### src/rtl/vga_timing_gen.sv
// vga_timing_gen: parametrised VGA raster timing generator.
// Divides the system clock down to a pixel enable, runs horizontal/vertical
// position counters and produces registered sync, active-video and
// line/frame markers that are always aligned with h_pos/v_pos.
module vga_timing_gen #(
  parameter int unsigned DIV      = 2,
  parameter int unsigned H_ACTIVE = 640,
  parameter int unsigned H_FP     = 16,
  parameter int unsigned H_SYNC   = 96,
  parameter int unsigned H_BP     = 48,
  parameter int unsigned V_ACTIVE = 480,
  parameter int unsigned V_FP     = 10,
  parameter int unsigned V_SYNC   = 2,
  parameter int unsigned V_BP     = 33,
  parameter bit          H_POL    = 1'b0,
  parameter bit          V_POL    = 1'b0,
  parameter int unsigned CNT_W    = 10
) (
  input  logic             clk,
  input  logic             rst_n,
  input  logic             restart,
  output logic             pix_en,
  output logic [CNT_W-1:0] h_pos,
  output logic [CNT_W-1:0] v_pos,
  output logic             hsync,
  output logic             vsync,
  output logic             active,
  output logic             line_start,
  output logic             frame_start
);

  localparam int unsigned H_TOTAL = H_ACTIVE + H_FP + H_SYNC + H_BP;
  localparam int unsigned V_TOTAL = V_ACTIVE + V_FP + V_SYNC + V_BP;
  localparam int unsigned HS_BEG  = H_ACTIVE + H_FP;
  localparam int unsigned HS_END  = HS_BEG + H_SYNC;
  localparam int unsigned VS_BEG  = V_ACTIVE + V_FP;
  localparam int unsigned VS_END  = VS_BEG + V_SYNC;
  localparam int unsigned DIV_W   = (DIV > 1) ? $clog2(DIV) : 1;

  logic [DIV_W-1:0] div_cnt;
  logic [DIV_W-1:0] div_nxt;
  logic [CNT_W-1:0] h_nxt;
  logic [CNT_W-1:0] v_nxt;
  logic             adv;
  logic             h_wrap;
  logic             v_wrap;
  logic             pix_nxt;
  logic             hsync_nxt;
  logic             vsync_nxt;
  logic             active_nxt;
  logic             line_nxt;
  logic             frame_nxt;

  // Next position: advance on the last clk of a pixel period, restart wins.
  always_comb begin
    adv     = (div_cnt == DIV_W'(DIV - 1));
    h_wrap  = (h_pos == CNT_W'(H_TOTAL - 1));
    v_wrap  = (v_pos == CNT_W'(V_TOTAL - 1));
    div_nxt = div_cnt + DIV_W'(1);
    h_nxt   = h_pos;
    v_nxt   = v_pos;
    if (adv) begin
      div_nxt = '0;
      h_nxt   = h_wrap ? '0 : h_pos + CNT_W'(1);
      if (h_wrap) begin
        v_nxt = v_wrap ? '0 : v_pos + CNT_W'(1);
      end
    end
    if (restart) begin
      div_nxt = '0;
      h_nxt   = '0;
      v_nxt   = '0;
    end
  end

  // Output decode from the next position so registers match the counters.
  always_comb begin
    pix_nxt    = (div_nxt == '0);
    hsync_nxt  = ((h_nxt >= CNT_W'(HS_BEG)) && (h_nxt < CNT_W'(HS_END))) ? H_POL : ~H_POL;
    vsync_nxt  = ((v_nxt >= CNT_W'(VS_BEG)) && (v_nxt < CNT_W'(VS_END))) ? V_POL : ~V_POL;
    active_nxt = (h_nxt < CNT_W'(H_ACTIVE)) && (v_nxt < CNT_W'(V_ACTIVE));
    line_nxt   = pix_nxt && (h_nxt == '0);
    frame_nxt  = line_nxt && (v_nxt == '0);
  end

  // Counter and output registers; reset state is the first clk of pixel (0,0).
  always_ff @(posedge clk or negedge rst_n) begin
    if (!rst_n) begin
      div_cnt     <= '0;
      h_pos       <= '0;
      v_pos       <= '0;
      pix_en      <= 1'b1;
      hsync       <= ~H_POL;
      vsync       <= ~V_POL;
      active      <= 1'b1;
      line_start  <= 1'b1;
      frame_start <= 1'b1;
    end else begin
      div_cnt     <= div_nxt;
      h_pos       <= h_nxt;
      v_pos       <= v_nxt;
      pix_en      <= pix_nxt;
      hsync       <= hsync_nxt;
      vsync       <= vsync_nxt;
      active      <= active_nxt;
      line_start  <= line_nxt;
      frame_start <= frame_nxt;
    end
  end

endmodule
### config.mk
export PLATFORM = sky130hd
export DESIGN_NAME = vga_timing_gen
export DESIGN_NICKNAME = d
export VERILOG_FILES = /design/src/rtl/vga_timing_gen.sv
export SDC_FILE = /design/constraint.sdc
export NUM_CORES = 1
export LEC_CHECK = 0
export CAP_MARGIN = 15
export CORE_UTILIZATION = 52
export DETAILED_ROUTE_END_ITERATION = 8
export PLACE_DENSITY = 0.91
export SETUP_SLACK_MARGIN = 0.02
export SKIP_LAST_GASP = 1
export SYNTH_ARGS = -nofsm -noshare
export SYNTH_HDL_FRONTEND = slang
export SYNTH_SLANG_ARGS = --single-unit
### constraint.sdc
create_clock -name clk -period 3.4 [get_ports clk]
set_input_delay 0.34 -clock clk [delete_from_list [all_inputs] [get_ports clk]]
set_output_delay 0.34 -clock clk [all_outputs]
set_load 0.01 [all_outputs]
==> qor.yml, run 1 <==
clock_tree:
  clk_latency_ns: 0.34
  cts_tree: "done"
  cts_hold_buf: 0
  h-tree-depth: 1
  cts_sinks: 27
  clockRootBuffer: "clkbuf_4"
  cts_resized: 0
  clockBufferDepth: 2
  cts_buffers: 3
  cts_setup_buffers: 0
  clk_pin_slew_worst_paths_ns: 0.15
finish:
  syn_to_final_growth_pct: 20.46
  fin_nets: 209
  register_area_um2: 683.2
  nFillCells: 283
  diodes: 0
  multiInputGateArea_um2: 932.1
  drive_gt1_share_pct: 13.37
setup_path:
  crit_type: "reg2reg"
  crit_chain: "ha_1 > nand4_2 > o31ai_2 > a21oi_1 > nor2_1 > nor4b_1 > and4_1"
  rr_endpoint: "frame_start"
  cpLargestDelayFamily: "simple AND/OR/NAND/NOR gates"
  cp.required_ns: 3.69
  reg2regPathDepth: 7
  startpoint_type: "register"
  worstPathArrival_ns: 2.95
  crit_path_end_kind: "register"
  reg2reg_slack_ns: 0.74
  critical_path_buf_inv_count: 0
  cpPeakStageDelay_ns: 0.64
  cpMaxStageDelayCell: "o31ai_2"
  r2r-start: "h_pos[1]"
  path_max_fanout: 8
timing:
  tightest_slew_ns: 0.6488
  hold_viol: 0
  finalSetupViolCount: 0
  max_freq_ghz: 0.3763
  fin_crit_ns: 2.658
  hold-worst-slack_ns: 0.3261
  drv_slew: 0
  fin_skew_ns: 0.004864
  rsz0062_at_grt: "no"
  period_share_pct: 78.16
  tns_ns: 0
  max_slew_margin_pct: 56.16
global_routing:
  grt_pass1_wl_um: 6824
  grt_overflow: 0
  grt_max_degree: 26
  first_global_vias: 1506
  track_usage_pct: 26.08
  antenna_found_initial: 0
route:
  drt-vias-per-instance: 6.138
  vias: 1510
  drt_wl_total_um: 4050
  ant_nets: 0
  detail_route.wl_per_cell_um: 16.46
  route.detailed.drc: 0
  drtIter0Drc: 81
  firstDrtPassIters: 4
synthesis:
  synth_flop_cell: "dfrtp_1"
  netlist_instances: 177
  syn_nets: 183
  synth.top_cells.by_count: "21 x dfrtp_1, 18 x nor2_1, 11 x nand2_1"
  yosysSeqAreaShare_pct: 40.47
  ys_types: 58
  yosys.area.top_type: "dfrtp_1"
  synth.area.top_cells: "dfrtp_1 31%, dfstp_2 9.3%, nor2_1 4.0%, nand3_1 3.0%, nand4_1 2.6%"
  synth_edf_count: 0
  synth-seq-cells: 27
  avgSynthCellArea_um2: 9.536
  synth.most_common_cell: "dfrtp_1"
  synth_top_area_share_pct: 31.13
  synthesis.area_um2: 1688
  yosys_warnings: 0
  synthArstFlopShare_pct: 100.0
floorplan:
  fp-row-count: 20
  io_pins: 29
  die_area_um2: 3477
  core_area_um2: 3078
  die_w_um: 58.97
  initial_core_util_pct: 54.84
  die_h_um: 58.97
flow_run:
  maxCapViolCount: 0
power_and_ir_drop:
  power.leakage_nw: 0.7871
  p_per_area_nw_per_um2: 260.8
  ir_drop_uv: 204.6
place:
  dp_hpwl_um: 2921
  io_buffers: 28
  place_congestion: 0.8769
run_status:
  run_status: "complete, no violations"
hold_path:
  holdCritPathClass: "in2async"
worst max path at each step:
stage              from          end  slack (ns)  cells past startpoint
6_report       h_pos[1]  frame_start        0.74                      7
5_1_grt        h_pos[1]  frame_start        0.44                      7
4_1_cts        h_pos[0]  frame_start        0.73                      7
3_5_place_dp   h_pos[0]  frame_start        0.76                      7
3_3_place_gp   h_pos[1]  frame_start        0.83                      7
2_1_floorplan  h_pos[0]  frame_start        0.93                      7
layout make-up:
| type | count | share of cell area, % |
|---|---|---|
| clock buffer | 3 | 1.108 |
| clock inverter | 1 | 0.3692 |
| inverter | 6 | 1.108 |
| multi-input combinational | 134 | 45.85 |
| sequential | 27 | 33.60 |
| tap | 44 | 2.708 |
| timing repair buffer | 31 | 15.26 |
flip-flops by register name, indices dropped and copies added, names as in the netlist:
signal / flops
hsync: 1
adv: 1
vsync: 1
h_pos: 10
frame_start: 1
v_pos: 10
line_start: 1
active: 1
pix_en: 1
per-stage QoR:
step                      std cells  util, %  power [W]  setup WS [ns]  area [um^2]
after global placement          241    64.59  0.0003889         0.8283         1988
after global routing            246    66.06  0.0005513         0.4437         2033
after CTS                       245    65.57  0.0005353         0.7296         2018
after detailed placement        241    64.59  0.0003895         0.7585         1988
after floorplan                 177        -  0.0003637         0.9277         1688
final                           246    66.06  0.0005303         0.7424         2033
layout by cell type, fill, tap and decap left out, drive strengths merged, types with 4 or more instances in the layout:
| cell type | Yosys | final |
|---|---|---|
| nand4 | 8 | 8 |
| nand3 | 10 | 10 |
| clkdlybuf4s50 | 0 | 28 |
| xnor2 | 5 | 5 |
| inv | 6 | 6 |
| nor2 | 18 | 18 |
| nor4 | 5 | 5 |
| nor3 | 4 | 4 |
| xor2 | 4 | 4 |
| dfrtp | 21 | 21 |
| nand2 | 11 | 11 |
| a21oi | 9 | 9 |
| or4 | 4 | 4 |
| dfstp | 6 | 6 |
per-layer routing:
| layer | up-vias | GRT usage (%) | part of all wire (%) |
|---|---|---|---|
| met4 | 0 | 12.59 | 2.7 |
| met3 | 12 | 2.620 | 3.8 |
| met1 | 730 | 33.48 | 44 |
| li1 | 713 | - | - |
| met2 | 55 | 44.16 | 49 |
| met5 | - | 0 | 0 |
power breakdown:
part	leakage [nW]	internal [W]	switching (W)	total, W
clock	0.0139	0.0000452	0.0000993	0.000145
combinational	0.419	0.0000227	0.0000257	0.0000484
sequential	0.354	0.000330	0.00000737	0.000337
cells by family (layout without fill, tap and decap cells):
| kind of cell | count (synthesis) | after routing | synth area share [%] |
|---|---|---|---|
| flip-flops | 27 | 27 | 40.47 |
| AND/OR/NAND/NOR | 87 | 87 | 31.88 |
| adder cells (fa/ha/maj) | 3 | 3 | 2.224 |
| AO/OA/AOI/OAI | 32 | 32 | 14.61 |
| XOR/XNOR | 9 | 9 | 4.670 |
| buffers and inverters | 16 | 41 | 4.300 |
| multiplexers | 3 | 3 | 1.853 |
Note: power is estimated with default switching activity, not from simulation.
==> inputs of run 2 (changes only) <==
==> constraint.sdc (replaced) <==
create_clock -name clk -period 2.65 [get_ports clk]
set_input_delay 0.265 -clock clk [delete_from_list [all_inputs] [get_ports clk]]
set_output_delay 0.265 -clock clk [all_outputs]
set_load 0.01 [all_outputs]
==> run 2 against run 1 <==
Net effect: register-to-register slack worse by 0.63 ns; critical path type unchanged; critical path depth stayed put; sequential cell count stayed put; non-clock buffer count is 7 higher; highest routed layer unchanged.
==> qor.yml, run 2 (synthesized netlist as in run 1, its figures left out) <==
run_status:
  run_status: "complete, no violations"
clock_tree:
  cts_sinks: 27  # unchanged
  clk_pin_slew_worst_paths_ns: 0.15  # about the same
  clockRootBuffer: "clkbuf_4"
  cts_resized: 0  # unchanged
  cts_hold_buf: 0  # unchanged
  clk_latency_ns: 0.34  # about the same
  cts_buffers: 3  # unchanged
  cts_tree: "done"
  h-tree-depth: 1  # unchanged
  clockBufferDepth: 2  # unchanged
  cts_setup_buffers: 0  # unchanged
timing:
  max_slew_margin_pct: 72.57  # +16 points
  tns_ns: 0  # unchanged
  max_freq_ghz: 0.3935  # +4.6%
  fin_skew_ns: 0.005017  # +0.0001531 ns
  fin_crit_ns: 2.541  # -0.1164 ns
  finalSetupViolCount: 0  # unchanged
  hold_viol: 0  # unchanged
  rsz0062_at_grt: "no"
  period_share_pct: 95.89  # +18 points
  drv_slew: 0  # unchanged
  tightest_slew_ns: 0.4077  # -0.2411 ns
floorplan:
  io_pins: 29  # unchanged
  die_w_um: 58.97  # unchanged
  fp-row-count: 20  # unchanged
  die_h_um: 58.97  # unchanged
  die_area_um2: 3477  # unchanged
  initial_core_util_pct: 54.84  # unchanged
  core_area_um2: 3078  # unchanged
global_routing:
  first_global_vias: 1504  # -0.13%
  antenna_found_initial: 0  # unchanged
  track_usage_pct: 26.89  # +0.81 points
  grt_pass1_wl_um: 7065  # +3.5%
  grt_max_degree: 28  # +7.7%
  grt_overflow: 0  # unchanged
finish:
  final_cells: 253  # +2.8%
  final_common_cell: "clkdlybuf4s50_1"
  fin_nets: 216  # +3.3%
  final_cell_mix: "28 x clkdlybuf4s50_1, 20 x dfrtp_1, 18 x nor2_1, 11 x nand2_1"
  final_core_util_pct: 67.97  # +1.9 points
  diodes: 0  # unchanged
  reg_top3: "h_pos x10, v_pos x10"
  syn_to_final_growth_pct: 23.94
  drive_gt1_share_pct: 17.22  # +3.9 points
route:
  firstDrtPassIters: 4  # unchanged
  drt_wl_total_um: 4263  # +5.3%
  detail_route.wl_per_cell_um: 16.85  # +2.3%
  drtIter0Drc: 74  # -8.6%
  vias: 1562  # +3.4%
  route.detailed.drc: 0  # unchanged
  drt-vias-per-instance: 6.174  # +0.58%
  ant_nets: 0  # unchanged
setup_path:
  startpoint_type: "register"
  reg2reg_slack_ns: 0.11  # -0.63 ns
  cp.required_ns: 2.93  # -0.76 ns
  worstPathArrival_ns: 2.82  # -0.13 ns
  crit_path_end_kind: "register"
  path_max_fanout: 7  # -1
  crit_type: "reg2reg"
power_and_ir_drop:
  p_total_w: 0.0006852  # +29%
  p_per_area_nw_per_um2: 327.5  # +26%
  power.leakage_nw: 0.8285  # +5.2%
  ir_drop_uv: 181.2  # -11%
place:
  dp_hpwl_um: 3149  # +7.8%
  io_buffers: 28  # unchanged
  place_congestion: 0.9415  # +7.4%
  dp_cells: 249  # +3.3%
flow_run:
  maxCapViolCount: 0  # unchanged
hold_path:
  holdCritPathClass: "in2async"
==> run 2: cell count changes in the layout (fill, tap and decap cells not counted), sizes merged <==
cell      previous run  this run
buf                  3        10
clkinvlp             1         0
clkinv               0         1
==> run 2: area by class of cell <==
class                      count  area, um^2
fill                         257       985.9
inverter                       6       22.52
tap                           44       55.05
clock buffer                   3       22.52
timing repair buffer          38       355.3
sequential                    27       684.4
multi-input combinational    134       947.2
clock inverter                 1       5.005
==> run 2: power breakdown <==
part | switching [W] | internal (W) | total [W]
logic | 0.0000383 | 0.0000309 | 0.0000691
clock network | 0.000129 | 0.0000568 | 0.000186
registers | 0.00000694 | 0.000424 | 0.000430
total | 0.000174 | 0.000511 | 0.000685
==> run 2: stage by stage <==
| step | setup WS [ns] | hold slack, ns | instance area (um^2) |
|---|---|---|---|
| finish | 0.1088 | 0.2801 | 2092 |
| global route | 0.02253 | 0.3055 | 2092 |
| CTS | 0.1319 | 0.2991 | 2076 |
| detailed placement | 0.1541 | 0.6426 | 2048 |
| global placement | 0.2685 | 0.6118 | 2048 |
| floorplan | 0.1777 | -0.03059 | 1688 |
==> run 2: metal layers <==
metal / GRT usage [%] / wire (um)
met1: 35.80 / 1799
met2: 44.32 / 2126
met3: 3.275 / 231
met4: 11.22 / 104
met5: 0 / 0
==> run 2: worst paths after layout <==
check	from	to	cells past startpoint
worst max-delay path	h_pos[0]	frame_start	7
worst min-delay path	rst_n	h_pos[2]	2
worst max register to register	h_pos[0]	frame_start	7
worst min register to register	v_pos[1]	v_pos[1]	2
max in group asynchronous	rst_n	line_start	2
min in group clk	restart	h_pos[2]	2
==> run 2: critical path, cell delays in order (launching register included) <==
cell     delay, ns
dfrtp_1       0.48
ha_1          0.22
nand4_2       0.22
or4_4         0.60
or4b_4        0.51
a21oi_4       0.18
nor3_2        0.06
and4_1        0.21
